File: config.mk
export PLATFORM = sky130hd
export DESIGN_NAME = mystic_mem_arbiter
export DESIGN_NICKNAME = d
export VERILOG_FILES = /design/src/rtl/mystic_mem_pkg.sv /design/src/rtl/mystic_rr_arb2.sv /design/src/rtl/mystic_mem_arbiter.sv
export SDC_FILE = /design/constraint.sdc
export NUM_CORES = 1
export LEC_CHECK = 0
export CELL_PAD_IN_SITES_DETAIL_PLACEMENT = 0
export CELL_PAD_IN_SITES_GLOBAL_PLACEMENT = 1
export CORE_AREA = 2 2 112 114
export CTS_BUF_LIST = sky130_fd_sc_hd__clkbuf_8
export DETAILED_ROUTE_END_ITERATION = 10
export DIE_AREA = 0 0 114 116
export MAX_ROUTING_LAYER = met4
export PLACE_DENSITY = 0.89
export SLEW_MARGIN = 20
export SYNTH_ARGS = -nofsm -noshare
export SYNTH_HDL_FRONTEND = slang
export SYNTH_HIERARCHICAL = 1
export SYNTH_SLANG_ARGS = --single-unit
File: constraint.sdc
create_clock -name clk_i -period 3.78 [get_ports clk_i]
set_input_delay 0.756 -clock clk_i [delete_from_list [all_inputs] [get_ports clk_i]]
set_output_delay 0.756 -clock clk_i [all_outputs]
set_load 0.01 [all_outputs]
File: src/rtl/mystic_mem_pkg.sv
// Shared definitions for the main-memory arbiter and the UART boot loader.
package mystic_mem_pkg;

  // Memory ownership mode
  typedef enum logic {
    S_RUN  = 1'b0,
    S_LOAD = 1'b1
  } mode_e;

  // Requester identifiers used for round-robin bookkeeping
  typedef enum logic {
    REQ_IF = 1'b0,
    REQ_D  = 1'b1
  } req_id_e;

  localparam int unsigned MEM_WORDS   = 1 << 16;
  localparam logic [31:0] BOOT_HEADER = 32'hABCD1234;

endpackage

File: src/rtl/mystic_rr_arb2.sv
// Two-way round-robin arbiter between instruction fetch and data ports.
// Grants are combinational; the last grantee is remembered so that a
// simultaneous request goes to the other port.
module mystic_rr_arb2
  import mystic_mem_pkg::*;
(
  input  logic clk_i,
  input  logic rstn_i,
  input  logic en_i,
  input  logic req_if_i,
  input  logic req_d_i,
  output logic gnt_if_o,
  output logic gnt_d_o
);

  req_id_e last_q;

  // Pick a winner; on conflict favour the port that did not win last
  always_comb begin
    gnt_if_o = 1'b0;
    gnt_d_o  = 1'b0;
    if (en_i) begin
      if (req_if_i && req_d_i) begin
        if (last_q == REQ_IF) gnt_d_o  = 1'b1;
        else                  gnt_if_o = 1'b1;
      end else begin
        gnt_if_o = req_if_i;
        gnt_d_o  = req_d_i;
      end
    end
  end

  // Remember the most recent grantee; held while nothing is granted
  always_ff @(posedge clk_i or negedge rstn_i) begin
    if (!rstn_i)       last_q <= REQ_IF;
    else if (gnt_if_o) last_q <= REQ_IF;
    else if (gnt_d_o)  last_q <= REQ_D;
  end

endmodule

File: src/rtl/mystic_mem_arbiter.sv
// Single-port main memory arbiter: boot loader byte writes while the core
// is held off, otherwise round-robin between core fetch and data ports.
// Read responses come back one cycle after the grant with no backpressure.
module mystic_mem_arbiter
  import mystic_mem_pkg::*;
#(
  parameter int ADDR_W = 18,
  parameter int DATA_W = 32
) (
  input  logic                clk_i,
  input  logic                rstn_i,
  input  logic                ld_disable_core_n_i,
  input  logic                ld_we_i,
  input  logic [ADDR_W-1:0]   ld_addr_i,
  input  logic [7:0]          ld_data_i,
  input  logic                if_req_i,
  input  logic [ADDR_W-1:0]   if_addr_i,
  output logic                if_gnt_o,
  output logic                if_rvalid_o,
  output logic [DATA_W-1:0]   if_rdata_o,
  input  logic                d_req_i,
  input  logic                d_we_i,
  input  logic [DATA_W/8-1:0] d_be_i,
  input  logic [ADDR_W-1:0]   d_addr_i,
  input  logic [DATA_W-1:0]   d_wdata_i,
  output logic                d_gnt_o,
  output logic                d_rvalid_o,
  output logic [DATA_W-1:0]   d_rdata_o,
  output logic                mem_en_o,
  output logic [DATA_W/8-1:0] mem_we_o,
  output logic [ADDR_W-3:0]   mem_addr_o,
  output logic [DATA_W-1:0]   mem_wdata_o,
  input  logic [DATA_W-1:0]   mem_rdata_i,
  output logic                ld_drop_o
);

  mode_e state_q, state_d;
  logic  run;
  logic  rsp_if_p1, rsp_d_p1, rsp_rd_p1;
  logic  drop_q;
  logic  unused_addr_bits;

  // Word-aligned core accesses: the byte offset bits carry no meaning here
  assign unused_addr_bits = ^{if_addr_i[1:0], d_addr_i[1:0]};

  assign run = (state_q == S_RUN);

  // Mode register
  always_ff @(posedge clk_i or negedge rstn_i) begin
    if (!rstn_i) state_q <= S_RUN;
    else         state_q <= state_d;
  end

  // Next mode follows the loader's core-disable line
  always_comb begin
    state_d = state_q;
    case (state_q)
      S_RUN:   if (!ld_disable_core_n_i) state_d = S_LOAD;
      S_LOAD:  if (ld_disable_core_n_i)  state_d = S_RUN;
      default: state_d = S_RUN;
    endcase
  end

  mystic_rr_arb2 u_arb (
    .clk_i    (clk_i),
    .rstn_i   (rstn_i),
    .en_i     (run),
    .req_if_i (if_req_i),
    .req_d_i  (d_req_i),
    .gnt_if_o (if_gnt_o),
    .gnt_d_o  (d_gnt_o)
  );

  // Memory port steering: loader byte lanes in S_LOAD, granted core port in S_RUN
  always_comb begin
    mem_en_o    = 1'b0;
    mem_we_o    = '0;
    mem_addr_o  = '0;
    mem_wdata_o = '0;
    if (!run) begin
      if (ld_we_i) begin
        mem_en_o    = 1'b1;
        mem_addr_o  = ld_addr_i[ADDR_W-1:2];
        mem_wdata_o = {4{ld_data_i}};
        mem_we_o    = 4'b0001 << ld_addr_i[1:0];
      end
    end else if (if_gnt_o) begin
      mem_en_o   = 1'b1;
      mem_addr_o = if_addr_i[ADDR_W-1:2];
    end else if (d_gnt_o) begin
      mem_en_o    = 1'b1;
      mem_addr_o  = d_addr_i[ADDR_W-1:2];
      mem_we_o    = d_we_i ? d_be_i : '0;
      mem_wdata_o = d_wdata_i;
    end
  end

  // Stage p1: tag the grantee so the response lands on the right port
  always_ff @(posedge clk_i or negedge rstn_i) begin
    if (!rstn_i) begin
      rsp_if_p1 <= 1'b0;
      rsp_d_p1  <= 1'b0;
      rsp_rd_p1 <= 1'b0;
    end else begin
      rsp_if_p1 <= if_gnt_o;
      rsp_d_p1  <= d_gnt_o;
      rsp_rd_p1 <= d_gnt_o && !d_we_i;
    end
  end

  // Sticky record of loader writes that arrived while the core owned memory
  always_ff @(posedge clk_i or negedge rstn_i) begin
    if (!rstn_i)               drop_q <= 1'b0;
    else if (run && ld_we_i)   drop_q <= 1'b1;
  end

  assign ld_drop_o   = drop_q;
  assign if_rvalid_o = rsp_if_p1;
  assign if_rdata_o  = rsp_if_p1 ? mem_rdata_i : '0;
  assign d_rvalid_o  = rsp_d_p1;
  assign d_rdata_o   = (rsp_d_p1 && rsp_rd_p1) ? mem_rdata_i : '0;

endmodule

Word-level counts from Yosys, hierarchy flattened:

Index checks and enable logic that the tools add are counted.
W data, S select, Z words.

* shifts and indexed selects: 1
* mux-type cells: 28
* bitwise operators: 1
* reductions and logical operators: 6

Operators with widths (number)
* $mux W32: 6
* $mux W16: 4
* $mux W4: 5
* $mux W1: 13
* $logic_and A1 B1 Y1: 4
* $shl A1 B2 Y4 const A: 1
* $reduce_bool A2 Y1: 1
* $logic_not A1 Y1: 1
* $not A1 Y1: 1

* input bits: 137
* register bits: 6
* logic and storage cells: 42

Depth between registers and ports, before layout:

* depth after elaboration: 6
* gate-level depth with buffers: 9
* depth with buffers taken out: 5

Hierarchy:

Netlist, hierarchy kept.

By module, submodules not included
* mystic_mem_arbiter: cells each 217, area each 1456.4 um2, sequential area each 125.1 um2, times used 1
* mystic_rr_arb2: cells each 8, area each 61.3 um2, sequential area each 25.0 um2, times used 1

Least setup slack after synthesis:

Ideal clock, no wire load.

* kind: input to output
* start: input port d_req_i
* end: output port mem_addr_o[10]
* buffers on the path: 2
* path slack: 1.115 ns
* stages on the path: 6
* data arrival time: 1.909 ns
* cell sequence: nand2_1 > a21oi_1 > buf_2 > buf_2 > nand3b_1 > a22oi_1

* word-level cells in the longest chain between the ends: 6
* elaborated cells between the ends (all ways): 8
* those cells by class: mux (7); reduce/logical (1)

RTL lines
* start: declaration: RTL line mystic_mem_arbiter.sv:21 `input logic d_req_i,`
* $logic_and A1 B1 Y1: RTL line mystic_rr_arb2.sv:23 `if (req_if_i && req_d_i) begin`
* $mux W1 *: RTL line mystic_rr_arb2.sv:23
* $mux W1 *: RTL line mystic_rr_arb2.sv:22 `if (en_i) begin`
* net d_gnt_o: RTL line mystic_mem_arbiter.sv:26 `output logic d_gnt_o,`
* $mux W16 *: RTL line mystic_mem_arbiter.sv:90 `end else if (d_gnt_o) begin`
* $mux W16 *: RTL line mystic_mem_arbiter.sv:87 `end else if (if_gnt_o) begin`
* $mux W16 *: RTL line mystic_mem_arbiter.sv:80 `if (!run) begin`
* end: declaration: RTL line mystic_mem_arbiter.sv:31 `output logic [ADDR_W-3:0] mem_addr_o,`

The timed path passes the listed nets; every way through them passes the cells marked *.

Worst setup path in the final report:

* start: input port d_req_i
* end: output port mem_we_o[1]

* word-level cells in the longest chain between the ends: 6
* elaborated cells between the ends (all ways): 8
* those cells by class: mux (7); reduce/logical (1)

RTL lines
* $logic_and A1 B1 Y1: RTL line mystic_rr_arb2.sv:23
* $mux W1: RTL line mystic_rr_arb2.sv:23
* $mux W1: RTL line mystic_rr_arb2.sv:22
* $mux W4: RTL line mystic_mem_arbiter.sv:90
* $mux W4 *: RTL line mystic_mem_arbiter.sv:87
* $mux W4 *: RTL line mystic_mem_arbiter.sv:80
* end: declaration: RTL line mystic_mem_arbiter.sv:30 `output logic [DATA_W/8-1:0] mem_we_o,`

Every way passes the cells marked *; elsewhere a longest branch is shown, timed or not.

==> key figures <==
Clock tree
  – Root Buffer: clkbuf_8
  – Hold Buf Count CTS: 0
  – CTS sink count: 6
  – CTS tree: yes
  – Cts bufs inserted: 3
  – Post-CTS setup buffers: 0
  – Worst-Skew Late Latency: 220 ps
  – Clock tree buffer depth: 2
  – Clock transition at the registers of the reported paths: 40 ps
  – H-tree level count: 1
  – Post-CTS sizing: 0

Logic synthesis
  – Syn_area_per_cell: 6.75 sq um
  – Synth Net Count: 362
  – Synth area leader: and3_1
  – Top area cells in the synthesized netlist: and3_1 (17%), a21o_1 (16%), and2_1 (13%), dfrtp_1 (9.9%), a22oi_1 (7.9%)
  – Sequential-to-total area share from yosys stat: 0.0989
  – Area share of the largest cell type after synthesis: 0.169
  – Post-synth cell types: 22
  – Post-Syn Instances: 225
  – Number of synthesized register bits: 6
  – YS warnings: 6
  – Post-Syn Area: 0.00152 sq mm

Cells and area
  – Layout cells sized above 1: 0.0323
  – Most frequent cells in the layout: clkdlybuf4s50_1 (254), and3_1 (41), a21o_1 (33)
  – Filler Cells Inserted: 1,282
  – Layout area overhead: 179%
  – Antenna diodes: 0
  – Register area: 150 sq um
  – Most common cell after layout, fill and taps aside: clkdlybuf4s50_1
  – Core Util, Final: 0.356
  – Final net count: 604
  – Area of the multi-input gates: 0.00120 sq mm

Job
  – Max-cap violations: 0

Global route
  – Global-route wire length before repair: 12,800 microns
  – All-layer global routing usage: 0.125
  – Vias in the first global route: 2,576
  – Overflow after GRT: 0
  – Initial antenna violation count: 0
  – Largest net degree at the start of global routing: 46

Power
  – Sw Share: 0.315
  – Net switching power: 185 uW
  – PwrDens: 139 mW/mm^2
  – Leak pwr: 0.00194 uW
  – Maximum VDD drop: 0.0849 mV
  – Logic pwr share: 0.692
  – Internal: 404 uW
  – Clk pwr share: 0.163
  – Flop pwr share: 0.145

STA
  – Worst-margin pin slew: 828 ps
  – Clock skew: 0.854 ps
  – Min Tclk post-route: 3480 ps
  – Final setup viols: 0
  – Fmax: 287 MHz
  – Fin. max-slew vios: 0
  – Total negative setup slack: 0 ps
  – Unrepaired setup endpoints after global routing: no
  – Final Hold Viols: 0
  – Rel. slew slack: 0.448
  – Final worst-path cycle share: 0.921

Outcome
  – Status: finished, final reports clean

Worst hold path
  – Worst Hold Class: flip-flop to flip-flop
  – WHS Path Cells: 1

Critical path
  – CP arrival: 2730 ps
  – Reg2Reg Depth: 5
  – Setup CP Type: input pin to output port
  – Worst path required time: 3020 ps
  – Critical Path End Type: output port
  – Startpoint Class: input pin
  – Crit Path Max Fanout: 21

Floorplanning
  – Die Ht: 116 microns
  – DIE WIDTH: 114 microns
  – Core ar.: 0.0119 sq mm
  – Initial Utilization: 0.127
  – Die area: 0.0132 sq mm
  – Std-Cell Rows: 40
  – Ports: 259

Drt
  – DR pass1 iterations: 4
  – WL/cell: 14.7 microns
  – Post-DRT Antenna Nets: 0
  – Via count: 2,613
  – Vias per Instance: 4.27
  – Drc violations: 0
  – Iteration-0 DRC Markers: 77
  – Final WL: 8990 microns

Placed design
  – IO Port Bufs: 254
  – GP Congestion: 0.768
  – Post-DP HPWL: 7410 microns
-- power by group through the flow --
| stage | Combinational [uW] | Sequential [uW] | Clock (uW) |
|---|---|---|---|
| floorplan | 140 | 73.8 | 0 |
| global route | 433 | 88.5 | 103 |
| finish | 408 | 85.4 | 96.1 |
| CTS | 411 | 85.5 | 99.4 |
| detailed placement | 409 | 86.0 | 0 |
| global placement | 403 | 85.4 | 0 |
-- kinds of logic (layout without fill, tap and decap cells) --
logic type	Yosys count	after routing	share of synthesized area
and+or+nand+nor	113	113	0.457
AOI/OAI and AO/OA	73	73	0.331
buffers and inverters	33	273	0.114
DFF	6	6	0.0989
-- synth_stat cells --
| library cell | count |
|---|---|
| inv_1 | 8 |
| a21oi_1 | 18 |
| buf_6 | 4 |
| nand4bb_1 | 1 |
| buf_4 | 2 |
| a22oi_1 | 16 |
| dfrtp_1 | 6 |
| nor2b_1 | 1 |
| nor2_1 | 1 |
| nand3b_1 | 16 |
| buf_2 | 9 |
| nor3b_4 | 1 |
| nand2_1 | 19 |
| o21ai_0 | 1 |
| o32ai_1 | 2 |
| a21o_1 | 33 |
| and2_1 | 32 |
| nand3_1 | 1 |
| a21oi_2 | 1 |
| o22ai_1 | 2 |
| and3_1 | 41 |
| clkbuf_1 | 10 |
-- layer usage --
layer / share of wire / GRT usage
met1: 0.40 / 0.144
met5: 0 / -
met3: 0.079 / 0.0173
met2: 0.51 / 0.229
met4: 0.011 / 0.0293
-- final timing paths --
path / slack [ps] / start / end
setup reg to reg: 2580 / state_q / rsp_rd_p1
setup / recovery: 300 / d_req_i / mem_we_o[1]
hold / removal: 460 / ld_drop_o / ld_drop_o
max in group asynchronous: 2780 / rstn_i / ld_drop_o
hold reg to reg: 460 / ld_drop_o / ld_drop_o
min in group asynchronous: 780 / rstn_i / state_q
-- flip-flops by register name, summed over array words and instances, names as in the netlist --
name / cells
d_rvalid_o: 1
if_rvalid_o: 1
ld_drop_o: 1
rsp_rd_p1: 1
state_q: 1
u_arb/last_q: 1
-- stage by stage --
step	power (uW)	hold WS [ps]	instance area (sq um)	cells	setup WS (ps)
floorplan	214	460	1520	225	1120
global placement	489	443	4190	609	304
detailed placement	495	464	4190	609	277
CTS	596	472	4240	612	257
global route	624	495	4240	612	97.9
finish	589	461	4240	612	298
-- critical path, cell delays in order --
cell             delay (ps)
clkdlybuf4s50_1         490
nand2_1                 100
a21oi_2                 190
buf_12                  190
nand4bb_1               200
o32ai_1                 190
clkdlybuf4s50_1         600
-- final cells by class --
type | instances | share of cell area
Timing Repair Buffer | 262 | 0.620
Multi-Input combinational cell | 186 | 0.284
Tap cell | 147 | 0.0434
Sequential cell | 6 | 0.0355
Clock buffer | 3 | 0.00975
Inverter | 8 | 0.00709
Power figures use the tool's default switching activity.
